<file path="config.mk">
export PLATFORM = sky130hd
export DESIGN_NAME = serial_cmd_decoder_flat
export DESIGN_NICKNAME = d
export VERILOG_FILES = /design/src/rtl/serial_cmd_decoder_if.sv /design/src/rtl/serial_cmd_decoder.sv /design/src/flat_wrapper.sv
export SDC_FILE = /design/constraint.sdc
export NUM_CORES = 1
export LEC_CHECK = 0
export ABC_AREA = 1
export CAP_MARGIN = 25
export CORE_UTILIZATION = 56
export CTS_CLUSTER_SIZE = 16
export DETAILED_ROUTE_END_ITERATION = 6
export GPL_TIMING_DRIVEN = 0
export HOLD_SLACK_MARGIN = 0.08
export PLACE_DENSITY_LB_ADDON = 0.3
export SETUP_SLACK_MARGIN = 0.5
export SYNTH_ARGS = -nofsm -noshare
export SYNTH_HDL_FRONTEND = slang
export SYNTH_SLANG_ARGS = --single-unit
</file>
<file path="constraint.sdc">
create_clock -name clk -period 8.5 [get_ports clk]
set_clock_uncertainty 0.2 [all_clocks]
set_input_delay 0.85 -clock clk [delete_from_list [all_inputs] [get_ports clk]]
set_output_delay 0.85 -clock clk [all_outputs]
set_load 0.02 [all_outputs]
</file>
<file path="src/rtl/serial_cmd_decoder_if.sv">
// Handshake/bus bundle for serial_cmd_decoder.
// slave = decoder side, master = byte source / controller side.
interface serial_cmd_decoder_if #(
  parameter int W = 32
);
  logic         rx_valid;
  logic [7:0]   rx_data;
  logic [W-1:0] rd_data;
  logic         tx_ready;
  logic [W-1:0] addr;
  logic [W-1:0] wr_data;
  logic         start;
  logic         start_wr;
  logic         tx_valid;
  logic [7:0]   tx_data;
  logic         cmd_err;
  logic         overrun;
  logic         frame_err;

  modport slave (
    input  rx_valid, rx_data, rd_data, tx_ready,
    output addr, wr_data, start, start_wr,
    output tx_valid, tx_data,
    output cmd_err, overrun, frame_err
  );

  modport master (
    output rx_valid, rx_data, rd_data, tx_ready,
    input  addr, wr_data, start, start_wr,
    input  tx_valid, tx_data,
    input  cmd_err, overrun, frame_err
  );
endinterface

</file>
<file path="src/rtl/serial_cmd_decoder.sv">
// Byte-stream command decoder: frames of 1 cmd + DATA_BYTES payload
// bytes set addr/wr_data, pulse start, and serialise read responses.
// Ports: clk, reset (async, active-high), bus (serial_cmd_decoder_if.slave):
//   rx_valid/rx_data in, rd_data in, addr/wr_data/start/start_wr out,
//   tx_valid/tx_data out with tx_ready in, cmd_err/overrun/frame_err out.
// Optional feature: define SERIAL_CMD_TIMEOUT_EN for the inter-byte
// timeout that discards partial frames after TIMEOUT_CYCLES idle cycles.
module serial_cmd_decoder #(
  parameter int DATA_BYTES     = 4,
  parameter int TIMEOUT_CYCLES = 1024
) (
  input  logic                 clk,
  input  logic                 reset,
  serial_cmd_decoder_if.slave  bus
);
  localparam int W  = 8 * DATA_BYTES;
  localparam int CW = $clog2(DATA_BYTES + 1);
  localparam logic [CW-1:0] LAST = CW'(DATA_BYTES);

  logic [CW-1:0] r_cnt;
  logic [7:0]    r_cmd;
  logic [W-1:0]  r_pay;
  logic [W-1:0]  r_addr;
  logic [W-1:0]  r_wdata;
  logic          r_start;
  logic          r_start_wr;
  logic          r_tx_valid;
  logic [W-1:0]  r_sh;
  logic [CW-1:0] r_tx_cnt;
  logic          r_cmd_err;
  logic          r_overrun;
  logic          r_frame_err;

  logic [W-1:0]  w_pay;
  logic          w_done;
  logic          w_hs;
  logic          w_resp_en;
  logic          w_unk;
  logic [W-1:0]  w_resp;
  logic          w_expire;

  // Payload as it will look once the current byte is shifted in.
  assign w_pay  = (r_pay << 8) | W'(bus.rx_data);
  assign w_done = bus.rx_valid && (r_cnt == LAST);
  assign w_hs   = r_tx_valid && bus.tx_ready;

  always_comb begin
    w_resp_en = 1'b0;
    w_unk     = 1'b0;
    w_resp    = '0;
    case (r_cmd)
      8'h01, 8'h02, 8'h04: ;
      8'h03: begin
        w_resp_en = 1'b1;
        w_resp    = r_addr;
      end
      8'h05: begin
        w_resp_en = 1'b1;
        w_resp    = bus.rd_data;
      end
      default: begin
        w_resp_en = 1'b1;
        w_unk     = 1'b1;
      end
    endcase
  end

`ifdef SERIAL_CMD_TIMEOUT_EN
  localparam int IW = (TIMEOUT_CYCLES > 2) ? $clog2(TIMEOUT_CYCLES) : 1;
  localparam logic [IW-1:0] IDLE_LAST = IW'(TIMEOUT_CYCLES - 1);

  logic [IW-1:0] r_idle;

  // Expires on the TIMEOUT_CYCLES-th consecutive idle edge of a partial frame.
  assign w_expire = !bus.rx_valid && (r_cnt != '0) && (r_idle == IDLE_LAST);

  always_ff @(posedge clk or posedge reset) begin
    if (reset) begin
      r_idle <= '0;
    end else if (bus.rx_valid || (r_cnt == '0) || w_expire) begin
      r_idle <= '0;
    end else begin
      r_idle <= r_idle + IW'(1);
    end
  end
`else
  assign w_expire = 1'b0;
`endif

  always_ff @(posedge clk or posedge reset) begin
    if (reset) begin
      r_cnt       <= '0;
      r_cmd       <= '0;
      r_pay       <= '0;
      r_addr      <= '0;
      r_wdata     <= '0;
      r_start     <= 1'b0;
      r_start_wr  <= 1'b0;
      r_cmd_err   <= 1'b0;
      r_overrun   <= 1'b0;
      r_frame_err <= 1'b0;
    end else begin
      r_start     <= 1'b0;
      r_cmd_err   <= 1'b0;
      r_overrun   <= 1'b0;
      r_frame_err <= w_expire;
      if (bus.rx_valid) begin
        if (r_cnt == '0) begin
          r_cmd <= bus.rx_data;
        end else begin
          r_pay <= w_pay;
        end
        r_cnt <= w_done ? '0 : r_cnt + CW'(1);
      end else if (w_expire) begin
        r_cnt <= '0;
        r_pay <= '0;
      end
      if (w_done) begin
        case (r_cmd)
          8'h01: r_addr <= w_pay;
          8'h02: r_wdata <= w_pay;
          8'h04: begin
            r_start    <= 1'b1;
            r_start_wr <= w_pay[0];
          end
          default: ;
        endcase
        r_cmd_err <= w_unk;
        // A response arriving while one is still in flight is dropped.
        r_overrun <= w_resp_en && r_tx_valid;
      end
    end
  end

  always_ff @(posedge clk or posedge reset) begin
    if (reset) begin
      r_tx_valid <= 1'b0;
      r_sh       <= '0;
      r_tx_cnt   <= '0;
    end else if (w_done && w_resp_en && !r_tx_valid) begin
      r_tx_valid <= 1'b1;
      r_sh       <= w_resp;
      r_tx_cnt   <= LAST;
    end else if (w_hs) begin
      r_sh       <= r_sh << 8;
      r_tx_cnt   <= r_tx_cnt - CW'(1);
      r_tx_valid <= (r_tx_cnt != CW'(1));
    end
  end

  assign bus.addr      = r_addr;
  assign bus.wr_data   = r_wdata;
  assign bus.start     = r_start;
  assign bus.start_wr  = r_start_wr;
  assign bus.tx_valid  = r_tx_valid;
  assign bus.tx_data   = r_sh[W-1 -: 8];
  assign bus.cmd_err   = r_cmd_err;
  assign bus.overrun   = r_overrun;
  assign bus.frame_err = r_frame_err;
endmodule
</file>
<file path="src/flat_wrapper.sv">
// flat-port wrapper written by rule: the top's interface ports become plain ports
module serial_cmd_decoder_flat 
#(
  parameter int DATA_BYTES     = 4,
  parameter int TIMEOUT_CYCLES = 1024
)
  (clk, reset, bus_rx_valid, bus_rx_data, bus_rd_data, bus_tx_ready, bus_addr, bus_wr_data, bus_start, bus_start_wr, bus_tx_valid, bus_tx_data, bus_cmd_err, bus_overrun, bus_frame_err);
  serial_cmd_decoder_if bus_i ();
  input  logic clk;
  input  logic reset;
  input wire logic [$bits(bus_i.rx_valid)-1:0] bus_rx_valid;
  input wire logic [$bits(bus_i.rx_data)-1:0] bus_rx_data;
  input wire logic [$bits(bus_i.rd_data)-1:0] bus_rd_data;
  input wire logic [$bits(bus_i.tx_ready)-1:0] bus_tx_ready;
  output wire logic [$bits(bus_i.addr)-1:0] bus_addr;
  output wire logic [$bits(bus_i.wr_data)-1:0] bus_wr_data;
  output wire logic [$bits(bus_i.start)-1:0] bus_start;
  output wire logic [$bits(bus_i.start_wr)-1:0] bus_start_wr;
  output wire logic [$bits(bus_i.tx_valid)-1:0] bus_tx_valid;
  output wire logic [$bits(bus_i.tx_data)-1:0] bus_tx_data;
  output wire logic [$bits(bus_i.cmd_err)-1:0] bus_cmd_err;
  output wire logic [$bits(bus_i.overrun)-1:0] bus_overrun;
  output wire logic [$bits(bus_i.frame_err)-1:0] bus_frame_err;
  assign bus_i.rx_valid = bus_rx_valid;
  assign bus_i.rx_data = bus_rx_data;
  assign bus_i.rd_data = bus_rd_data;
  assign bus_i.tx_ready = bus_tx_ready;
  assign bus_addr = bus_i.addr;
  assign bus_wr_data = bus_i.wr_data;
  assign bus_start = bus_i.start;
  assign bus_start_wr = bus_i.start_wr;
  assign bus_tx_valid = bus_i.tx_valid;
  assign bus_tx_data = bus_i.tx_data;
  assign bus_cmd_err = bus_i.cmd_err;
  assign bus_overrun = bus_i.overrun;
  assign bus_frame_err = bus_i.frame_err;
  serial_cmd_decoder #(.DATA_BYTES(DATA_BYTES), .TIMEOUT_CYCLES(TIMEOUT_CYCLES)) u_core (.clk(clk), .reset(reset), .bus(bus_i));
endmodule
</file>
==> results.txt <==
The flow ran to the end, and the final reports show no timing, DRC or antenna violations. STA classifies the critical path startpoint as a flop. The average instance in the mapped netlist occupies 9.00 um^2. The final route contains 5609 vias. For this design the ratio of total power to cell area is 293 nW/um^2. The overall fraction of global-route tracks in use is 30.8%.

The routability-driven placement congestion ratio came out at 0.901. After the last flow step, the layout net total stands at 900. The initial utilization of the core area, before any placement, comes to 58.4%. The number of global-route vias before repair came out at 5382.

The max-slew violation total from the final report was 0; the worst-case clock buffer depth was 2. The tools report the arrival time at the worst endpoint as 1.50 ns. Share of the yosys chip area belonging to registers: 54.3%. The kind of critical path was reg2out.

Most frequent standard cell in the layout excluding fill and tap cells: sky130_fd_sc_hd__nand2_1. Dividing the detail-routed wire length by the instance count gives 17.1 um. In this run, post-CTS hold repair placed 0 buffers. The Yosys step of the flow raised 0 warnings. The total number of clock tree sinks was 139; the final cell utilization of the core was 76.5%. The area overhead of the layout relative to synthesis works out to 31.0%. Using the TritonRoute via totals, the vias-per-cell ratio works out to 5.59. In the layout the commonest cells are sky130_fd_sc_hd__nand2_1 (205), sky130_fd_sc_hd__dfrtp_1 (139), sky130_fd_sc_hd__clkdlybuf4s50_1 (120).

The tools report the final antenna diode count as 0. Worst vdd rail ir drop: 0.000184 V. The floorplan has 38 rows. After clock tree synthesis, the clock-pin slew on the worst setup and hold paths is 0.06 ns.

Yosys mapped the design onto 26 distinct sky130hd cell types. The first routing iteration left 443 violations. The leakage power summed over all cells is 4.03 nW. The worst hold path was traced through 2 stages. Final critical delay including setup and external delays: 2.55 ns.

The die covers 11900 um^2. For the worst flop-to-flop path, the logic depth is 8. The number of routed nets with antenna violations is 0, and the number of standard cells in the final layout excluding fillers is 1004. The cell at the root of the clock tree was sky130_fd_sc_hd__clkbuf_16. The logs give 0 for the number of gates given a new drive strength after cts and 0 ns for the final-layout setup total negative slack. The final standard cell area without fillers is 8400 um^2, and the pin count of the biggest net entering global routing is 95. The run gives 0 as the total count of hold-check failures in the final report. The tools report the number of levels the H-tree was split into as 4.

Die extent in x: 109 um. The class of the tightest hold or removal check is reg2reg. Static timing analysis puts the maximum clock frequency at 391 MHz.

The tools report the DRC violation count after routing as 0. The filler cells instantiated in the layout total 743. Before antenna repair, the detailed router went through 5 iterations.

The logs give 712 for the synthesized instance count and 973 for the post-placement cell count. Along the worst path, the maximum fanout reaches 2. Measured against its own limit, the worst slew margin works out to 60.2%. Port buffering added 120 buffers. The post-synthesis register bit count is 139, and the placed cell area is 7820 um^2. After floorplanning, the core was sized to cover 11000 um^2. Clock latency on the worst-skew pair, taken at its later pin, is 0.43 ns. The number of nets produced by synthesis was 760.

The post-CTS setup buffer count is 0. In the finished design, the share of the clock period the worst path needs comes to 30.1%. TritonCTS built the clock tree.

The worst setup path is captured at a primary output. The tools report the required arrival time at the worst endpoint as 7.45 ns. Setup violations remaining at the end of the flow were counted as 0. Summed over all nets, the half-perimeter wirelength after detailed placement is 12500 um.

The routed design has 17100 um of wire. Setup repair after global routing left no endpoint under its margin. Cells with a size suffix above 1 make up 15.3% of the layout. Max-capacitance violation count: 0. Die height: 109 um. Transition at the pin with the smallest max-transition slack: 0.597 ns.

The aggregate global routing overflow came out at 0. In this run, CTS created clock tree buffers numbering 17. The initial antenna violation count is 0, and the post-synthesis instance area is 6410 um^2.

The first global-routing pass estimated 26800 um of wire. The total I/O pin count came out at 122.
through the flow:
| step | power [mW] | hold slack (ns) | worst slack [ns] |
|---|---|---|---|
| after floorplan | 1.39 | 0.253 | 3.73 |
| after global placement | 1.69 | 0.267 | 2.16 |
| after detailed placement | 1.73 | 0.273 | 5.71 |
| after CTS | 2.45 | 0.287 | 5.93 |
| after global routing | 2.57 | 0.302 | 5.92 |
| final | 2.46 | 0.283 | 5.95 |
final timing paths:
| check | from | end | slack [ns] |
|---|---|---|---|
| worst min register to register | u_core.r_pay[3]$_DFFE_PP0P_ | u_core.r_pay[3]$_DFFE_PP0P_ | 0.28 |
| min in group asynchronous | reset | u_core.bus.addr[26]$_DFFE_PP0P_ | 0.61 |
| worst max-delay path | u_core.r_sh[25]$_DFFE_PP0P_ | bus_tx_data[1] | 5.95 |
| max in group asynchronous | reset | u_core.bus.start$_DFF_PP0_ | 6.69 |
| worst min-delay path | u_core.r_pay[3]$_DFFE_PP0P_ | u_core.r_pay[3]$_DFFE_PP0P_ | 0.28 |
| worst max register to register | u_core.r_cnt[1]$_DFFE_PP0P_ | u_core.r_pay[5]$_DFFE_PP0P_ | 6.29 |
area by class of cell:
type	count	area (um^2)	share of cell area, %
clock inverters	10	119	1.42
inverters	49	191	2.28
well taps	140	175	2.09
clock buffers	21	460	5.48
multi-input cells	474	2440	29.0
plain buffers	50	309	3.68
repair buffers	121	1230	14.6
flip-flops and latches	139	3480	41.4
cell usage after synthesis:
master                       n  area [um^2]
sky130_fd_sc_hd__inv_2       3         11.3
sky130_fd_sc_hd__buf_4      12         90.1
sky130_fd_sc_hd__nand3_2    49          490
sky130_fd_sc_hd__buf_2      13         65.1
sky130_fd_sc_hd__clkbuf_1   17         63.8
sky130_fd_sc_hd__dfrtp_1   139         3480
sky130_fd_sc_hd__nand3_1    78          390
sky130_fd_sc_hd__nand3_4     1         17.5
sky130_fd_sc_hd__nand4_1     1         6.26
sky130_fd_sc_hd__a21oi_1     3         15.0
sky130_fd_sc_hd__nor2_1     17         63.8
sky130_fd_sc_hd__nand2_1   205          769
sky130_fd_sc_hd__nor2_4      3         33.8
sky130_fd_sc_hd__conb_1      1         3.75
sky130_fd_sc_hd__buf_6       8         90.1
sky130_fd_sc_hd__o21ai_0    82          410
sky130_fd_sc_hd__o21ai_1    19         95.1
sky130_fd_sc_hd__a21oi_2     1         8.76
sky130_fd_sc_hd__inv_1      43          161
sky130_fd_sc_hd__nor2_2      2         12.5
sky130_fd_sc_hd__nand2_4     1         11.3
sky130_fd_sc_hd__nand2_2     6         37.5
sky130_fd_sc_hd__inv_4       1         6.26
sky130_fd_sc_hd__ha_1        4         50.1
sky130_fd_sc_hd__clkinv_1    2         7.51
sky130_fd_sc_hd__nor2_8      1         20.0
routing by layer:
| layer | vias up | global-route usage (%) | share of wire [%] |
|---|---|---|---|
| li1 | 2594 | - | - |
| met1 | 2724 | 39.1 | 40 |
| met2 | 247 | 50.6 | 50 |
| met3 | 44 | 6.34 | 6.8 |
| met4 | 0 | 14.3 | 3.0 |
| met5 | - | 0 | 0 |
where the power goes:
| group | internal (mW) | switching [mW] | total [mW] |
|---|---|---|---|
| clock | 0.444 | 0.281 | 0.725 |
| combinational | 0.295 | 0.486 | 0.782 |
| sequential | 0.824 | 0.127 | 0.951 |
| total | 1.56 | 0.894 | 2.46 |
cells by family (layout without fill, tap and decap cells):
logic type | count (synthesis) | after routing | synth area share [%]
AOI/OAI and AO/OA | 105 | 105 | 8.26
other | 1 | 1 | 0.0585
adders and majority gates | 4 | 4 | 0.781
and+or+nand+nor | 364 | 364 | 28.9
buffers and inverters | 99 | 251 | 7.73
DFF | 139 | 139 | 54.3
worst max-delay path: stages, from the launching register on:
cell and delay [ns]:
sky130_fd_sc_hd__dfrtp_1 0.37, sky130_fd_sc_hd__buf_4 0.12, sky130_fd_sc_hd__clkdlybuf4s50_1 0.59
sequential cells by signal, indices dropped and copies added, names as in the netlist:
register             cells
u_core.bus.addr         32
u_core.bus.cmd_err       1
u_core.bus.overrun       1
u_core.bus.start         1
u_core.bus.start_wr      1
u_core.bus.tx_valid      1
u_core.bus.wr_data      32
u_core.r_cmd             8
u_core.r_cnt             3
u_core.r_pay            24
u_core.r_sh             32
u_core.r_tx_cnt          3
Note: power is estimated with default switching activity, not from simulation.
